===== src/rtl/nap_alarm_scheduler_pkg.sv =====
// nap_alarm_scheduler_pkg
// Shared types and constants for the nap alarm scheduler.
//   - state_e       : controller states
//   - BCD_W/TIME_W  : digit and time-word widths
//   - *_LSB         : bit offsets of each BCD digit inside a time word
//   - MOD_*         : per-digit moduli (decimal, sexagesimal, hour pair)
//   - hour_to_bcd   : binary hour 0..23 -> two BCD digits
package nap_alarm_scheduler_pkg;

  localparam int BCD_W  = 4;
  localparam int TIME_W = 24;

  // Digit layout {h10,h1,m10,m1,s10,s1}
  localparam int S1_LSB  = 0;
  localparam int S10_LSB = 4;
  localparam int M1_LSB  = 8;
  localparam int M10_LSB = 12;
  localparam int H1_LSB  = 16;
  localparam int H10_LSB = 20;

  localparam logic [BCD_W-1:0] MOD_DEC  = 4'd10;
  localparam logic [BCD_W-1:0] MOD_SEX  = 4'd6;
  localparam logic [7:0]       MOD_HOUR = 8'd24;

  // ADD walks steps 0..STEP_LAST; the last step is the hour pair
  localparam logic [2:0] STEP_LAST = 3'd4;

  typedef enum logic [1:0] {
    ST_IDLE  = 2'd0,
    ST_ADD   = 2'd1,
    ST_ARMED = 2'd2,
    ST_RING  = 2'd3
  } state_e;

  // Valid only for 0..29, which covers every reduced hour from BCD inputs.
  function automatic logic [7:0] hour_to_bcd(input logic [7:0] v);
    logic [7:0] rem;
    if (v >= 8'd20) begin
      rem = v - 8'd20;
      return {4'd2, rem[3:0]};
    end else if (v >= 8'd10) begin
      rem = v - 8'd10;
      return {4'd1, rem[3:0]};
    end else begin
      return {4'd0, v[3:0]};
    end
  endfunction

endpackage


===== src/rtl/nap_alarm_scheduler_bcd_digit_add.sv =====
// bcd_digit_add
// Single-digit modular adder used for the seconds/minutes digits.
//   i_a, i_b  : BCD operand digits
//   i_cin     : carry in from the lower digit
//   i_mod     : digit modulus (10 or 6)
//   o_digit   : (a+b+cin) reduced once by the modulus
//   o_cout    : carry to the next digit
module bcd_digit_add
  import nap_alarm_scheduler_pkg::*;
(
  input  logic [BCD_W-1:0] i_a,
  input  logic [BCD_W-1:0] i_b,
  input  logic             i_cin,
  input  logic [BCD_W-1:0] i_mod,
  output logic [BCD_W-1:0] o_digit,
  output logic             o_cout
);

  logic [BCD_W:0] w_sum;
  logic [BCD_W:0] w_diff;

  assign w_sum   = {1'b0, i_a} + {1'b0, i_b} + {{BCD_W{1'b0}}, i_cin};
  assign w_diff  = w_sum - {1'b0, i_mod};
  assign o_cout  = (w_sum >= {1'b0, i_mod});
  assign o_digit = o_cout ? w_diff[BCD_W-1:0] : w_sum[BCD_W-1:0];

endmodule


===== src/rtl/nap_alarm_scheduler.sv =====
// nap_alarm_scheduler
// Turns a BCD nap duration into an absolute wake-up time (one digit per
// cycle), waits for the live clock to reach it, rings for RING_LEN cycles,
// and supports snooze and cancel.
//   i_clock, i_reset : clock, synchronous active-high reset
//   i_start          : schedule i_cur_time + i_offset (IDLE/ARMED only)
//   i_cancel         : return to IDLE from anywhere; target is held
//   i_snooze         : while ringing, schedule i_cur_time + SNOOZE_MIN min
//   i_cur_time       : live time {h10,h1,m10,m1,s10,s1}, BCD
//   i_offset         : nap duration, same layout
//   o_target         : wake-up time (partial while busy)
//   o_busy/o_armed/o_alarm : state ADD / ARMED / RING
module nap_alarm_scheduler
  import nap_alarm_scheduler_pkg::*;
#(
  parameter int RING_LEN   = 16,
  parameter int SNOOZE_MIN = 5
) (
  input  logic              i_clock,
  input  logic              i_reset,
  input  logic              i_start,
  input  logic              i_cancel,
  input  logic              i_snooze,
  input  logic [TIME_W-1:0] i_cur_time,
  input  logic [TIME_W-1:0] i_offset,
  output logic [TIME_W-1:0] o_target,
  output logic              o_busy,
  output logic              o_armed,
  output logic              o_alarm
);

  localparam int CNT_W = (RING_LEN > 1) ? $clog2(RING_LEN) : 1;
  localparam logic [CNT_W-1:0]  RING_LAST = CNT_W'(RING_LEN - 1);
  localparam logic [TIME_W-1:0] SNOOZE_ADDEND = {12'd0, 4'(SNOOZE_MIN), 8'd0};

  state_e            r_state;
  state_e            w_state_nxt;
  logic [TIME_W-1:0] r_base;
  logic [TIME_W-1:0] r_addend;
  logic [TIME_W-1:0] r_target;
  logic              r_carry;
  logic [2:0]        r_step;
  logic [CNT_W-1:0]  r_ring_cnt;

  logic              w_load_start;
  logic              w_load_snooze;
  logic              w_match;
  logic [BCD_W-1:0]  w_a;
  logic [BCD_W-1:0]  w_b;
  logic [BCD_W-1:0]  w_mod;
  logic [BCD_W-1:0]  w_digit;
  logic              w_cout;
  logic [7:0]        w_hour_sum;
  logic [7:0]        w_hour_red;
  logic [7:0]        w_hour_bcd;

  assign w_match = (i_cur_time == r_target);

  // ---------------- FSM ----------------
  always_ff @(posedge i_clock) begin
    if (i_reset) r_state <= ST_IDLE;
    else         r_state <= w_state_nxt;
  end

  always_comb begin
    w_state_nxt   = r_state;
    w_load_start  = 1'b0;
    w_load_snooze = 1'b0;
    case (r_state)
      ST_IDLE: begin
        if (i_start) begin
          w_state_nxt  = ST_ADD;
          w_load_start = 1'b1;
        end
      end
      ST_ADD: begin
        if (r_step == STEP_LAST) w_state_nxt = ST_ARMED;
      end
      ST_ARMED: begin
        // a re-schedule beats a match seen in the same cycle
        if (i_start) begin
          w_state_nxt  = ST_ADD;
          w_load_start = 1'b1;
        end else if (w_match) begin
          w_state_nxt = ST_RING;
        end
      end
      ST_RING: begin
        if (i_snooze) begin
          w_state_nxt   = ST_ADD;
          w_load_snooze = 1'b1;
        end else if (r_ring_cnt == RING_LAST) begin
          w_state_nxt = ST_IDLE;
        end
      end
      default: w_state_nxt = ST_IDLE;
    endcase
    if (i_cancel) begin
      w_state_nxt   = ST_IDLE;
      w_load_start  = 1'b0;
      w_load_snooze = 1'b0;
    end
  end

  // ---------------- digit adder ----------------
  always_comb begin
    w_a   = '0;
    w_b   = '0;
    w_mod = MOD_DEC;
    case (r_step)
      3'd0: begin
        w_a = r_base[S1_LSB +: BCD_W];  w_b = r_addend[S1_LSB +: BCD_W];  w_mod = MOD_DEC;
      end
      3'd1: begin
        w_a = r_base[S10_LSB +: BCD_W]; w_b = r_addend[S10_LSB +: BCD_W]; w_mod = MOD_SEX;
      end
      3'd2: begin
        w_a = r_base[M1_LSB +: BCD_W];  w_b = r_addend[M1_LSB +: BCD_W];  w_mod = MOD_DEC;
      end
      3'd3: begin
        w_a = r_base[M10_LSB +: BCD_W]; w_b = r_addend[M10_LSB +: BCD_W]; w_mod = MOD_SEX;
      end
      default: begin
        w_a   = '0;
        w_b   = '0;
        w_mod = MOD_DEC;
      end
    endcase
  end

  bcd_digit_add u_digit_add (
    .i_a     (w_a),
    .i_b     (w_b),
    .i_cin   (r_carry),
    .i_mod   (w_mod),
    .o_digit (w_digit),
    .o_cout  (w_cout)
  );

  // Hours are added as a binary pair so the 24 wrap is one compare; the
  // final carry out of the hours is simply dropped (next-day wrap).
  always_comb begin
    w_hour_sum = 8'(r_base[H10_LSB +: BCD_W]) * 8'd10 + 8'(r_base[H1_LSB +: BCD_W])
               + 8'(r_addend[H10_LSB +: BCD_W]) * 8'd10 + 8'(r_addend[H1_LSB +: BCD_W])
               + 8'(r_carry);
    w_hour_red = (w_hour_sum >= MOD_HOUR) ? (w_hour_sum - MOD_HOUR) : w_hour_sum;
    w_hour_bcd = hour_to_bcd(w_hour_red);
  end

  // ---------------- datapath ----------------
  always_ff @(posedge i_clock) begin
    if (i_reset) begin
      r_base     <= '0;
      r_addend   <= '0;
      r_target   <= '0;
      r_carry    <= 1'b0;
      r_step     <= '0;
      r_ring_cnt <= '0;
    end else begin
      r_ring_cnt <= (r_state == ST_RING) ? (r_ring_cnt + CNT_W'(1)) : '0;
      if (w_load_start || w_load_snooze) begin
        // operands are frozen here so later input changes cannot disturb the sum
        r_base   <= i_cur_time;
        r_addend <= w_load_snooze ? SNOOZE_ADDEND : i_offset;
        r_carry  <= 1'b0;
        r_step   <= '0;
      end else if (r_state == ST_ADD && !i_cancel) begin
        case (r_step)
          3'd0:    r_target[S1_LSB  +: BCD_W] <= w_digit;
          3'd1:    r_target[S10_LSB +: BCD_W] <= w_digit;
          3'd2:    r_target[M1_LSB  +: BCD_W] <= w_digit;
          3'd3:    r_target[M10_LSB +: BCD_W] <= w_digit;
          default: r_target[H1_LSB +: 2*BCD_W] <= w_hour_bcd;
        endcase
        r_carry <= w_cout;
        r_step  <= r_step + 3'd1;
      end
    end
  end

  assign o_target = r_target;
  assign o_busy   = (r_state == ST_ADD);
  assign o_armed  = (r_state == ST_ARMED);
  assign o_alarm  = (r_state == ST_RING);

endmodule


===== config.mk =====
export PLATFORM = sky130hd
export DESIGN_NAME = nap_alarm_scheduler
export DESIGN_NICKNAME = d
export VERILOG_FILES = /design/src/rtl/nap_alarm_scheduler_pkg.sv /design/src/rtl/nap_alarm_scheduler_bcd_digit_add.sv /design/src/rtl/nap_alarm_scheduler.sv
export SDC_FILE = /design/constraint.sdc
export NUM_CORES = 1
export LEC_CHECK = 0
export BUFFER_PORTS_ARGS = -buffer_cell sky130_fd_sc_hd__buf_2
export CORE_ASPECT_RATIO = 1.4
export CORE_MARGIN = 1
export CORE_UTILIZATION = 51
export CTS_CLUSTER_DIAMETER = 200
export CTS_CLUSTER_SIZE = 24
export DETAILED_ROUTE_END_ITERATION = 8
export GPL_TIMING_DRIVEN = 1
export MAX_ROUTING_LAYER = met4
export PLACE_DENSITY_LB_ADDON = 0.25
export SLEW_MARGIN = 20
export SYNTH_ARGS = -nofsm -noshare
export SYNTH_HDL_FRONTEND = slang
export SYNTH_SLANG_ARGS = --single-unit
export TNS_END_PERCENT = 50

===== constraint.sdc =====
create_clock -name i_clock -period 14 [get_ports i_clock]
set_input_delay 4.2 -clock i_clock [delete_from_list [all_inputs] [get_ports i_clock]]
set_output_delay 4.2 -clock i_clock [all_outputs]
set_load 0.05 [all_outputs]

Yosys cells after proc, flatten, opt, wreduce, memory -nomap -nowiden

Cells that the tools add are included.

$add $sub $neg: 12
Multipliers: 2
Muxes and demuxes: 21
Equality and inequality tests: 13
Reduce and logical (&&, ||, !) cells: 17
Order comparisons: 4
Bitwise logic cells: 3

Operators by type and width:

| kind                                                                                 | number |
|---|---|
| 4-bit one-hot mux with 4 select lines                                                | 2 |
| 24-bit equality test                                                                 | 1 |
| 24-bit 2-to-1 mux                                                                    | 1 |
| 8-bit by 4-bit adder with 8-bit output                                               | 2 |
| 8-bit by 5-bit greater-or-equal comparator with 1-bit output (second input constant) | 2 |
| 3-bit AND reduction                                                                  | 5 |
| 4-bit by 3-bit multiplier with 7-bit output (second input constant)                  | 2 |
| 2-bit 2-to-1 mux                                                                     | 6 |
| 2-bit OR reduction                                                                   | 5 |
| 8-bit by 1-bit adder with 8-bit output                                               | 1 |
| 8-bit adder                                                                          | 1 |
| 8-bit by 4-bit greater-or-equal comparator with 1-bit output (second input constant) | 1 |
| 4-bit 2-to-1 mux                                                                     | 2 |
| 8-bit 2-to-1 mux                                                                     | 1 |
| 2-bit one-hot mux with 4 select lines                                                | 1 |
| 8-bit by 5-bit subtractor with 8-bit output (second input constant)                  | 1 |
| 3-bit by 2-bit equality test with 1-bit output (second input constant)               | 2 |
| 1-bit 2-to-1 mux                                                                     | 6 |
| 6-bit 2-to-1 mux                                                                     | 1 |
| 3-bit by 2-bit inequality test with 1-bit output (second input constant)             | 2 |
| 4-bit by 4-bit adder with 5-bit output                                               | 1 |
| 5-bit by 1-bit adder with 5-bit output                                               | 1 |
| 5-bit by 4-bit greater-or-equal comparator with 1-bit output                         | 1 |
| 5-bit 2-to-1 mux                                                                     | 1 |
| other kinds (20)                                                                     | 23 |

Output and inout bits: 27
Word-level logic and storage cells: 83
Input port bits: 53
Bits in registers: 82

Longest topological paths before layout

Gate-level depths: netlist (run 1).

Depth in word-level cells: 10
Depth in mapped cells: 21

Cells and area by module

A second synthesis (run 1) with hierarchy kept.

Cells, all modules: 591
Area, all modules: 4838.4 um^2

Modules (own cells, without submodules):

| module              | area an instance (um^2) | times used | cells an instance |
|---|---|---|---|
| nap_alarm_scheduler | 4471.8                  | 1          | 550 |
| bcd_digit_add       | 366.6                   | 1          | 41 |

Worst setup path before layout (run 1)

No wires, ideal clock.

Path kind: input port to flip-flop
Start: in i_start
End: reg r_base[13]
Stages on the path: 7
Arrival: 5.412 ns
Slack: 8.518 ns
Path buffers: 2
Setup time: 0.071 ns
Required time: 13.929 ns
Path through: inv_1 or3_1 clkbuf_1 nand2_1 clkbuf_1 nand2_1 a21oi_1

Word-level cells in the longest chain between the ends: 4

RTL lines:

| element                | RTL line                                             | source |
|---|---|---|
| start: declaration     | nap_alarm_scheduler.sv:21                            | `input logic i_start,` |
| 1-bit 2-to-1 mux       | nap_alarm_scheduler.sv:71, nap_alarm_scheduler.sv:81 |  |
| 1-bit 2-to-1 mux       | -                                                    |  |
| 1-bit 2-to-1 mux       | nap_alarm_scheduler.sv:98                            | `if (i_cancel) begin` |
| 1-bit logical OR       | nap_alarm_scheduler.sv:161                           | `if (w_load_start \|\| w_load_snooze) begin` |
| end signal: assignment | nap_alarm_scheduler.sv:163                           | `r_base <= i_cur_time;` |
| end: declaration       | nap_alarm_scheduler.sv:38                            | `logic [TIME_W-1:0] r_base;` |

Every way passes these cells.
A chain may end at the register's enable or synchronous reset.

Final worst setup path (run 1)

Start: in i_start
End: reg r_carry

Word-level cells in the longest chain between the ends: 5

RTL lines:

| element                             | RTL line                                             | source |
|---|---|---|
| 1-bit 2-to-1 mux                    | nap_alarm_scheduler.sv:71, nap_alarm_scheduler.sv:81 |  |
| 1-bit 2-to-1 mux                    | -                                                    |  |
| 1-bit 2-to-1 mux                    | nap_alarm_scheduler.sv:98                            |  |
| 1-bit logical OR                    | nap_alarm_scheduler.sv:161                           |  |
| 2-bit OR reduction (no source line) | -                                                    |  |
| end signal: assignment              | nap_alarm_scheduler.sv:175                           | `r_carry <= w_cout;` |
| end: declaration                    | nap_alarm_scheduler.sv:41                            | `logic r_carry;` |

Every way passes these cells.

==> results of run 1 <==
-- how the worst max path moves through the flow --
stage / slack (ns) / cells past startpoint / endpoint / from
after global placement: 7.52 / 5 / r_carry / i_start
after detailed placement: 7.37 / 5 / r_carry / i_start
after floorplan: 8.52 / 7 / r_base[13] / i_start
after global routing: 7.45 / 5 / r_carry / i_start
after CTS: 7.70 / 5 / r_carry / i_start
final: 7.73 / 5 / r_carry / i_start
-- through the flow --
stage	hold WS, ns	power [mW]
after floorplan	0.4315	0.3462
after global placement	0.4377	0.3740
after detailed placement	0.4451	0.3772
after CTS	0.4509	0.6272
after global routing	0.4697	0.6539
final	0.4488	0.6264
-- tightest hold or removal path, stage by stage (launching register included) --
cell	delay, ns
dfxtp_1	0.30
nand2_1	0.05
a21oi_1	0.05
-- logic make-up (layout without fill, tap and decap cells) --
kind of cell | Yosys count | count (layout) | share of synthesized area [%]
and+or+nand+nor | 200 | 200 | 18.60
AOI/OAI and AO/OA | 119 | 119 | 15.88
xor gates and xnor gates | 38 | 38 | 7.431
buffers and inverters | 66 | 130 | 5.613
other | 1 | 2 | 0.08012
adders and majority gates | 50 | 50 | 15.45
DFF | 80 | 80 | 34.22
muxes | 12 | 12 | 2.726
-- metal layers --
layer  part of all wire (%)  wire (um)  track usage, %  up-vias
met4                    3.0        348           12.53        0
met3                    3.8        430           3.230       28
met1                     40       4553           26.58     1909
met2                     53       6132           48.09       99
li1                       -          -               -     2024
met5                      0          0               -        -
-- state kept, by name (all words and copies together) (netlist names) --
name / cells
o_target: 22
r_addend: 24
r_base: 24
r_carry: 1
r_ring_cnt: 4
r_state: 2
r_step: 3
-- cell type report --
cell class	instances	area, um2
fill	843	3560
timing repair buffer	79	400.4
sequential	80	1602
clock inverter	3	65.06
multi-input combinational	421	2825
clock buffer	12	256.5
inverter	36	135.1
tap	107	133.9
-- placed cells by master, fill, tap and decap left out, types with 6 or more instances in the layout --
| master | synthesis | final |
|---|---|---|
| buf_2 | 0 | 77 |
| nor2b_1 | 6 | 6 |
| mux2i_1 | 9 | 9 |
| nand3_1 | 8 | 8 |
| nand4_1 | 6 | 6 |
| xnor2_1 | 22 | 22 |
| nor3_1 | 9 | 8 |
| fa_1 | 13 | 13 |
| a21oi_1 | 70 | 70 |
| ha_1 | 37 | 37 |
| inv_1 | 36 | 36 |
| nor2_1 | 39 | 39 |
| o21ai_0 | 6 | 6 |
| a22oi_1 | 12 | 12 |
| clkbuf_16 | 0 | 9 |
| xor2_1 | 14 | 14 |
| dfxtp_1 | 80 | 80 |
| nand2_1 | 110 | 110 |
-- report_power, final --
part	leakage, nW	switching, mW	internal, mW
Sequential	0.650	0.00505	0.235
Clock	0.159	0.0889	0.165
Combinational	1.58	0.0795	0.0536
Total	2.38	0.173	0.453
==> impl_metrics.py, run 1 <==
metrics = {
    "sta": {
        "period_needed_ns": 6.266,
        "worstMarginPinSlew_ns": 0.9383,
        "setup_viol_count_final": 0,
        "setup_slack_ns": 7.734,
        "max-slew-margin-rel_pct": 37.30,
        "rsz0062_at_grt": "false",
        "maxSlewViolCount": 0,
        "fmax_mhz": 159.6,
        "min_period_over_period_pct": 44.75,
        "finalHoldViolations": 0,
        "tns_ns": 0,
        "fin_skew_ns": 0.007522,
    },
    "job": {
        "drv_cap": 0,
    },
    "pwr": {
        "irDropWorstVdd_v": 0.00006837,
        "p_leak_nw": 2.385,
        "power_density_mw_per_mm2": 115.6,
    },
    "logic_synthesis": {
        "ys_warn_count": 0,
        "synth_top_cell_by_area": "dfxtp_1",
        "yosysMostFrequentCell": "nand2_1",
        "ys_seq_area_share_pct": 34.22,
        "ys_types": 49,
        "synth_area_leaders": "dfxtp_1, ha_1, nand2_1",
        "async_flop_share_pct": 0,
        "syn-cell-area_mm2": 0.004681,
        "synth.avg_cell_area_um2": 8.270,
        "synth-edff-count": 0,
        "synthCells": 566,
        "synth-seq-cells": 80,
        "synth_flop_cell": "dfxtp_1",
        "yosys-top-cells-count": "nand2_1, dfxtp_1, a21oi_1, nor2_1, ha_1",
        "synth.top_cell.area_share_pct": 34.22,
    },
    "finish": {
        "layout.nets": 730,
        "drive_above_1_share_pct": 16.80,
        "antenna_cells": 0,
        "layout.cells.non_filler": 738,
        "final_util_pct": 60.35,
        "area_growth_pct": 15.74,
        "fin_area_mm2": 0.005418,
    },
    "die": {
        "num_rows": 41,
        "start_util_pct": 52.14,
        "dieWidth_um": 82.97,
        "die-area_mm2": 0.009570,
        "die_y_um": 115.4,
        "design.core.area_mm2": 0.008977,
        "io_pins": 80,
    },
    "min_path": {
        "min_path_type": "register to register",
        "hold_end": "r_base[16]",
        "hold_path_startpoint": "r_base[16]",
        "holdPathStages": 2,
    },
    "worst_setup_path": {
        "crit_path_top_delay_cell": "nand2_1",
        "crit_path_max_incr_delay_ns": 0.79,
        "path_cells": "buf_2 -> inv_1 -> or3_1 -> nand2_1 -> a2111oi_0",
        "worstReg2RegStart": "r_step[2]",
        "r2r_cells": 16,
        "cp_num_buf_inv": 2,
        "crit_required_ns": 14.20,
        "worstPathArrival_ns": 6.47,
        "r2r_slack_ns": 8.97,
        "worstSetupStartpointType": "input pin",
        "critPathTopFamily": "simple AND/OR/NAND/NOR gates",
        "critPathMaxFanout": 28,
        "cp-end-kind": "register",
        "regToRegEndpoint": "o_target[2]",
        "crit_type": "input pin to register",
    },
    "detailed_routing": {
        "ant_nets": 0,
        "viasPerCell": 5.501,
        "wl_per_cell_um": 15.54,
        "firstDrtPassIters": 6,
        "drtIter0Drc": 173,
        "routed_wirelength_mm": 11.47,
        "drc": 0,
        "vias": 4060,
    },
    "global_routing": {
        "groute.usage.overall_pct": 25.73,
        "grt_max_degree": 62,
        "antenna_found_initial": 0,
        "grt_pass1_wl_mm": 18.90,
        "grt_overflow_total": 0,
        "grt_pass1_vias": 4090,
    },
    "placement": {
        "hpwl_mm": 8.789,
        "place_ws_ns": 7.367,
        "port_buffers": 77,
        "dp.cells": 723,
        "globalplace.congestion": 0.8262,
        "dpl-instance-area_mm2": 0.005096,
    },
    "cts": {
        "cts_buffers": 9,
        "cts_resized": 0,
        "clkTransAtPathRegs_ns": 0.06,
        "htreeDepth": 3,
        "cts_tree": "yes",
        "postCtsSetupRepairBufs": 0,
        "insertion_delay_ns": 0.34,
        "ctsHoldBuffers": 0,
        "cts_sinks": 80,
        "clockBufferDepth": 2,
        "cts_root_buffer": "clkbuf_16",
    },
    "run_status": {
        "outcome": "complete, no violations",
    },
}
(Power assumes the default switching activity.)
==> inputs of run 2 (changes only) <==
==> constraint.sdc (replaced) <==
create_clock -name i_clock -period 5.7 [get_ports i_clock]
set_input_delay 1.71 -clock i_clock [delete_from_list [all_inputs] [get_ports i_clock]]
set_output_delay 1.71 -clock i_clock [all_outputs]
set_load 0.05 [all_outputs]
==> run 2 against run 1 <==
Against the previous run: flip-flop and latch count unchanged; via count increased by 1.9%; first-iteration DRC count increased by 60%; combinational power increased by 150%; sequential share of layout area decreased by 0.30 points; clock-buffer cell count decreased by 3; largest power group unchanged; worst hold slack improved by 0.0016 ns; final area increased by 1.0%; utilization increased by 0.61 points; total power increased to 2.6 times the previous value; wire length increased by 1.1%; non-clock buffer count increased by 1.
==> impl_metrics.py, run 2 (synthesis results as in run 1) <==
metrics = {
    "pwr": {
        "power_density_mw_per_mm2": 296.5,
        "p_total_mw": 1.623,
        "p_leak_nw": 2.403,
        "irDropWorstVdd_v": 0.0002071,
    },
    "worst_setup_path": {
        "worstSetupStartpointType": "register",
        "crit_path_max_incr_delay_ns": 0.45,
        "cp_num_buf_inv": 0,
        "crit_path_top_delay_cell": "fa_1",
        "crit_required_ns": 5.96,
        "worst_path_most_repeated_cell": "ha_1",
        "path_depth": 20,
        "critPathTopFamily": "adder cells",
        "crit_type": "register to register",
        "r2r_cells": 20,
        "worstReg2RegStart": "r_addend[23]",
        "critPathMaxFanout": 6,
        "worstPathArrival_ns": 5.23,
        "r2r_slack_ns": 0.73,
        "cp-end-kind": "register",
        "regToRegEndpoint": "o_target[19]",
        "path_cells": "ha_1 -> ha_1 -> fa_1 -> ha_1 -> ha_1 -> ha_1 -> nor2_1 -> a21oi_2 -> xnor2_1 -> and2_4 -> nand2_1 -> mux2_2 -> ha_1 -> a21oi_1 -> nand2_1 -> o21ai_0 -> o21a_1 -> o32ai_1 -> mux2_4 -> a211oi_2",
    },
    "global_routing": {
        "antenna_found_initial": 0,
        "groute.usage.overall_pct": 25.92,
        "grt_pass1_wl_mm": 18.95,
        "grt_overflow_total": 0,
        "grtUsageMet3_pct": 4.738,
        "top_usage_layer": "met2",
        "grt_pass1_vias": 4078,
        "grt_max_degree": 62,
        "use_met1_pct": 27.36,
        "use_met2_pct": 47.76,
    },
    "sta": {
        "tns_ns": 0,
        "setup_viol_count_final": 0,
        "max-slew-margin-rel_pct": 37.72,
        "finalHoldViolations": 0,
        "fin_skew_ns": 0.005514,
        "min_period_over_period_pct": 87.19,
        "worstMarginPinSlew_ns": 0.9319,
        "maxSlewViolCount": 0,
        "rsz0062_at_grt": "false",
        "period_needed_ns": 4.970,
        "setup_slack_ns": 0.7301,
        "fmax_mhz": 201.2,
    },
    "finish": {
        "fin_area_mm2": 0.005473,
        "area_growth_pct": 16.92,
        "layout.cells.non_filler": 740,
        "mostFrequentLayoutCell": "nand2_1",
        "drive_above_1_share_pct": 17.22,
        "layout.nets": 731,
        "antenna_cells": 0,
        "final_cell_mix": "nand2_1, dfxtp_1, buf_2",
    },
    "detailed_routing": {
        "firstDrtPassIters": 5,
        "wl_per_cell_um": 15.66,
        "viasPerCell": 5.593,
        "routed_wirelength_mm": 11.59,
        "ant_nets": 0,
        "drtIter0Drc": 277,
        "vias": 4139,
        "drc": 0,
    },
    "cts": {
        "cts_resized": 0,
        "cts_root_buffer": "clkbuf_16",
        "cts_tree": "yes",
        "cts_sinks": 80,
        "ctsHoldBuffers": 0,
        "insertion_delay_ns": 0.34,
        "clkTransAtPathRegs_ns": 0.06,
        "clockBufferDepth": 2,
        "cts_buffers": 9,
        "htreeDepth": 3,
        "postCtsSetupRepairBufs": 0,
    },
    "job": {
        "drv_cap": 0,
    },
    "die": {
        "design.core.area_mm2": 0.008977,
        "start_util_pct": 52.14,
        "dieWidth_um": 82.97,
        "die-area_mm2": 0.009570,
        "die_y_um": 115.4,
        "io_pins": 80,
        "num_rows": 41,
    },
    "min_path": {
        "hold_path_startpoint": "r_base[10]",
        "holdPathStages": 2,
        "min_path_type": "register to register",
        "hold_end": "r_base[10]",
    },
    "run_status": {
        "outcome": "complete, no violations",
    },
    "placement": {
        "dp.cells": 724,
        "dpl-instance-area_mm2": 0.005104,
        "port_buffers": 77,
        "globalplace.congestion": 0.9129,
        "place_ws_ns": 0.8038,
        "hpwl_mm": 8.791,
    },
}
run 2: cell types whose count changed in the layout (fill, tap and decap cells not counted):
| cell | previous run | this run |
|---|---|---|
| bufinv_16 | 2 | 4 |
| clkbuf_8 | 2 | 0 |
| clkinvlp_4 | 0 | 2 |
| buf_4 | 2 | 3 |
| clkbuf_1 | 1 | 0 |
| clkinv_2 | 1 | 0 |
| clkinv_4 | 0 | 1 |
run 2: worst max path at each step:
stage | from | to | slack (ns)
detailed placement | r_base[22] | o_target[19] | 0.80
finish | r_addend[23] | o_target[19] | 0.73
global route | r_base[23] | o_target[19] | 0.45
CTS | r_base[23] | o_target[19] | 0.79
global placement | r_base[23] | o_target[19] | 0.98
floorplan | r_base[22] | o_target[19] | 1.10
run 2: final cells by class:
cell class,count,area (um2)
multi-input combinational,421,2825
clock buffer,9,225.2
clock inverter,7,143.9
sequential,80,1602
timing repair buffer,80,407.9
fill,782,3505
inverter,36,135.1
tap,107,133.9
run 2: where the power goes:
part	leakage, nW	switching, mW	internal [mW]
clock network	0.172	0.233	0.472
logic	1.58	0.197	0.132
registers	0.650	0.0115	0.577
total	2.40	0.442	1.18
run 2: routing by layer:
metal | vias to the layer above | share of wire, %
met5 | - | 0
met4 | 0 | 3.0
met3 | 31 | 3.7
met2 | 110 | 54
met1 | 1972 | 39
li1 | 2026 | -
run 2: worst register-to-register path, delay by kind of cell, from the launching register on:
| family | cells | cell delay [ns] |
|---|---|---|
| fa+ha+maj | 7 | 2.06 |
| simple gates | 4 | 0.59 |
| flops | 1 | 0.38 |
| compound gates | 6 | 0.90 |
| mux | 2 | 0.57 |
| xor+xnor | 1 | 0.37 |
run 2: stage by stage:
| stage | util, % | hold WS, ns |
|---|---|---|
| after CTS | 60.96 | 0.4528 |
| after global placement | 56.85 | 0.4376 |
| after floorplan | - | 0.4315 |
| final | 60.96 | 0.4505 |
| after global routing | 60.96 | 0.4672 |
| after detailed placement | 56.85 | 0.4442 |
==> inputs of run 3 (changes only) <==
--- a/config.mk
+++ b/config.mk
@@ -15,6 +15,7 @@
 export GPL_TIMING_DRIVEN = 1
 export MAX_ROUTING_LAYER = met4
 export PLACE_DENSITY_LB_ADDON = 0.25
+export REMOVE_ABC_BUFFERS = 1
 export SLEW_MARGIN = 20
 export SYNTH_ARGS = -nofsm -noshare
 export SYNTH_HDL_FRONTEND = slang
==> run 3 against run 2 <==
Against the previous run: combinational power is essentially flat; sequential share of layout area up 0.22 points; worst setup slack improved by 0.0020 ns; fmax about the same; highest routed layer unchanged; utilization down 0.45 points; critical endpoint unchanged; clock-buffer cell count increased by 3; flip-flop and latch count stayed put; total power shrank 5.1%; first-iteration DRC count shrank 34%; clock skew decreased by 0.0013 ns.
==> impl_metrics.py, run 3 (synthesis results as in run 1) <==
metrics = {
    "worst_setup_path": {
        "crit_path_top_delay_cell": "fa_1",
        "cp-end-kind": "register",
        "worstSetupStartpointType": "register",
        "critPathMaxFanout": 6,
        "crit_type": "register to register",
        "worst_path_most_repeated_cell": "ha_1",
        "cp_num_buf_inv": 1,
        "crit_required_ns": 5.96,
        "path_cells": "ha_1 -> ha_1 -> fa_1 -> ha_1 -> ha_1 -> ha_1 -> nor2_1 -> a21oi_2 -> xnor2_1 -> and2_4 -> nand2_1 -> mux2_2 -> inv_1 -> ha_1 -> nand3_1 -> a221oi_2 -> and3b_1 -> mux2_4 -> a211oi_2",
        "worstPathArrival_ns": 5.22,
        "crit_path_max_incr_delay_ns": 0.46,
        "critPathTopFamily": "adder cells",
    },
    "finish": {
        "antenna_cells": 0,
        "layout.nets": 732,
        "fin_area_mm2": 0.005433,
        "drive_above_1_share_pct": 17.06,
        "final_cell_mix": "nand2_1, dfxtp_1, buf_2",
        "area_growth_pct": 16.07,
        "final_util_pct": 60.52,
        "mostFrequentLayoutCell": "nand2_1",
    },
    "detailed_routing": {
        "routed_wirelength_mm": 11.57,
        "wl_per_cell_um": 15.63,
        "viasPerCell": 5.516,
        "firstDrtPassIters": 5,
        "drc": 0,
        "ant_nets": 0,
        "drtIter0Drc": 184,
        "vias": 4082,
    },
    "cts": {
        "htreeDepth": 3,
        "cts_root_buffer": "clkbuf_16",
        "clockBufferDepth": 2,
        "cts_sinks": 80,
        "postCtsSetupRepairBufs": 0,
        "insertion_delay_ns": 0.33,
        "clkTransAtPathRegs_ns": 0.06,
        "cts_tree": "yes",
        "cts_resized": 0,
        "ctsHoldBuffers": 0,
        "cts_buffers": 9,
    },
    "job": {
        "drv_cap": 0,
    },
    "die": {
        "num_rows": 41,
        "die_y_um": 115.4,
        "io_pins": 80,
        "dieWidth_um": 82.97,
        "design.core.area_mm2": 0.008977,
        "die-area_mm2": 0.009570,
        "start_util_pct": 52.14,
    },
    "placement": {
        "dpl-instance-area_mm2": 0.005111,
        "place_ws_ns": 0.7695,
        "hpwl_mm": 8.667,
        "port_buffers": 77,
        "globalplace.congestion": 0.8759,
    },
    "run_status": {
        "outcome": "complete, no violations",
    },
    "sta": {
        "setup_viol_count_final": 0,
        "finalHoldViolations": 0,
        "min_period_over_period_pct": 87.16,
        "period_needed_ns": 4.968,
        "rsz0062_at_grt": "false",
        "maxSlewViolCount": 0,
        "worstMarginPinSlew_ns": 0.9255,
        "setup_slack_ns": 0.7321,
        "fin_skew_ns": 0.004243,
        "tns_ns": 0,
        "fmax_mhz": 201.3,
        "max-slew-margin-rel_pct": 38.30,
    },
    "pwr": {
        "p_leak_nw": 2.395,
        "power_density_mw_per_mm2": 283.4,
        "irDropWorstVdd_v": 0.0001952,
    },
    "global_routing": {
        "grt_pass1_wl_mm": 18.95,
        "grt_overflow_total": 0,
        "grt_max_degree": 61,
        "grt_pass1_vias": 4114,
        "groute.usage.overall_pct": 25.86,
        "antenna_found_initial": 0,
    },
    "min_path": {
        "min_path_type": "register to register",
    },
}
## run 3: worst min-delay path, cell delays in order (launching register included)
cell and delay, ns:
dfxtp_1 0.30, nand2_1 0.05, a21oi_1 0.05
## run 3: path summary, 6_finish.rpt
| check | from | to | slack (ns) | depth (start not counted) |
|---|---|---|---|---|
| worst max-delay path | r_base[23] | o_target[19] | 0.73 | 19 |
| worst min-delay path | r_base[17] | r_base[17] | 0.45 | 2 |
| worst max register to register | r_base[23] | o_target[19] | 0.73 | 19 |
| worst min register to register | r_base[17] | r_base[17] | 0.45 | 2 |
## run 3: where the power goes
group	switching, mW	internal (mW)
Combinational	0.195	0.133
Sequential	0.0112	0.577
Clock	0.218	0.404
## run 3: layer usage
layer | vias to the layer above | GRT usage, % | wire length [um]
li1 | 2024 | - | -
met4 | 0 | 10.00 | 266
met3 | 22 | 4.953 | 351
met2 | 82 | 48.31 | 6388
met5 | - | - | 0
met1 | 1954 | 26.69 | 4561
## run 3: area by class of cell
type                       instances  area [um2]
clock buffer                      12       256.5
multi-input combinational        421        2825
tap                              107       133.9
fill                             808        3545
timing repair buffer              81       415.4
inverter                          36       135.1
clock inverter                     3       65.06
sequential                        80        1602
## run 3: stage by stage
stage          hold WS [ns]  total power, mW  instances
2_1_floorplan        0.4255           0.8310        537
3_3_place_gp         0.4387           0.9158        725
3_5_place_dp         0.4448           0.9265        725
4_1_cts              0.4523            1.547        740
5_1_grt              0.4688            1.609        740
6_report             0.4498            1.539        740
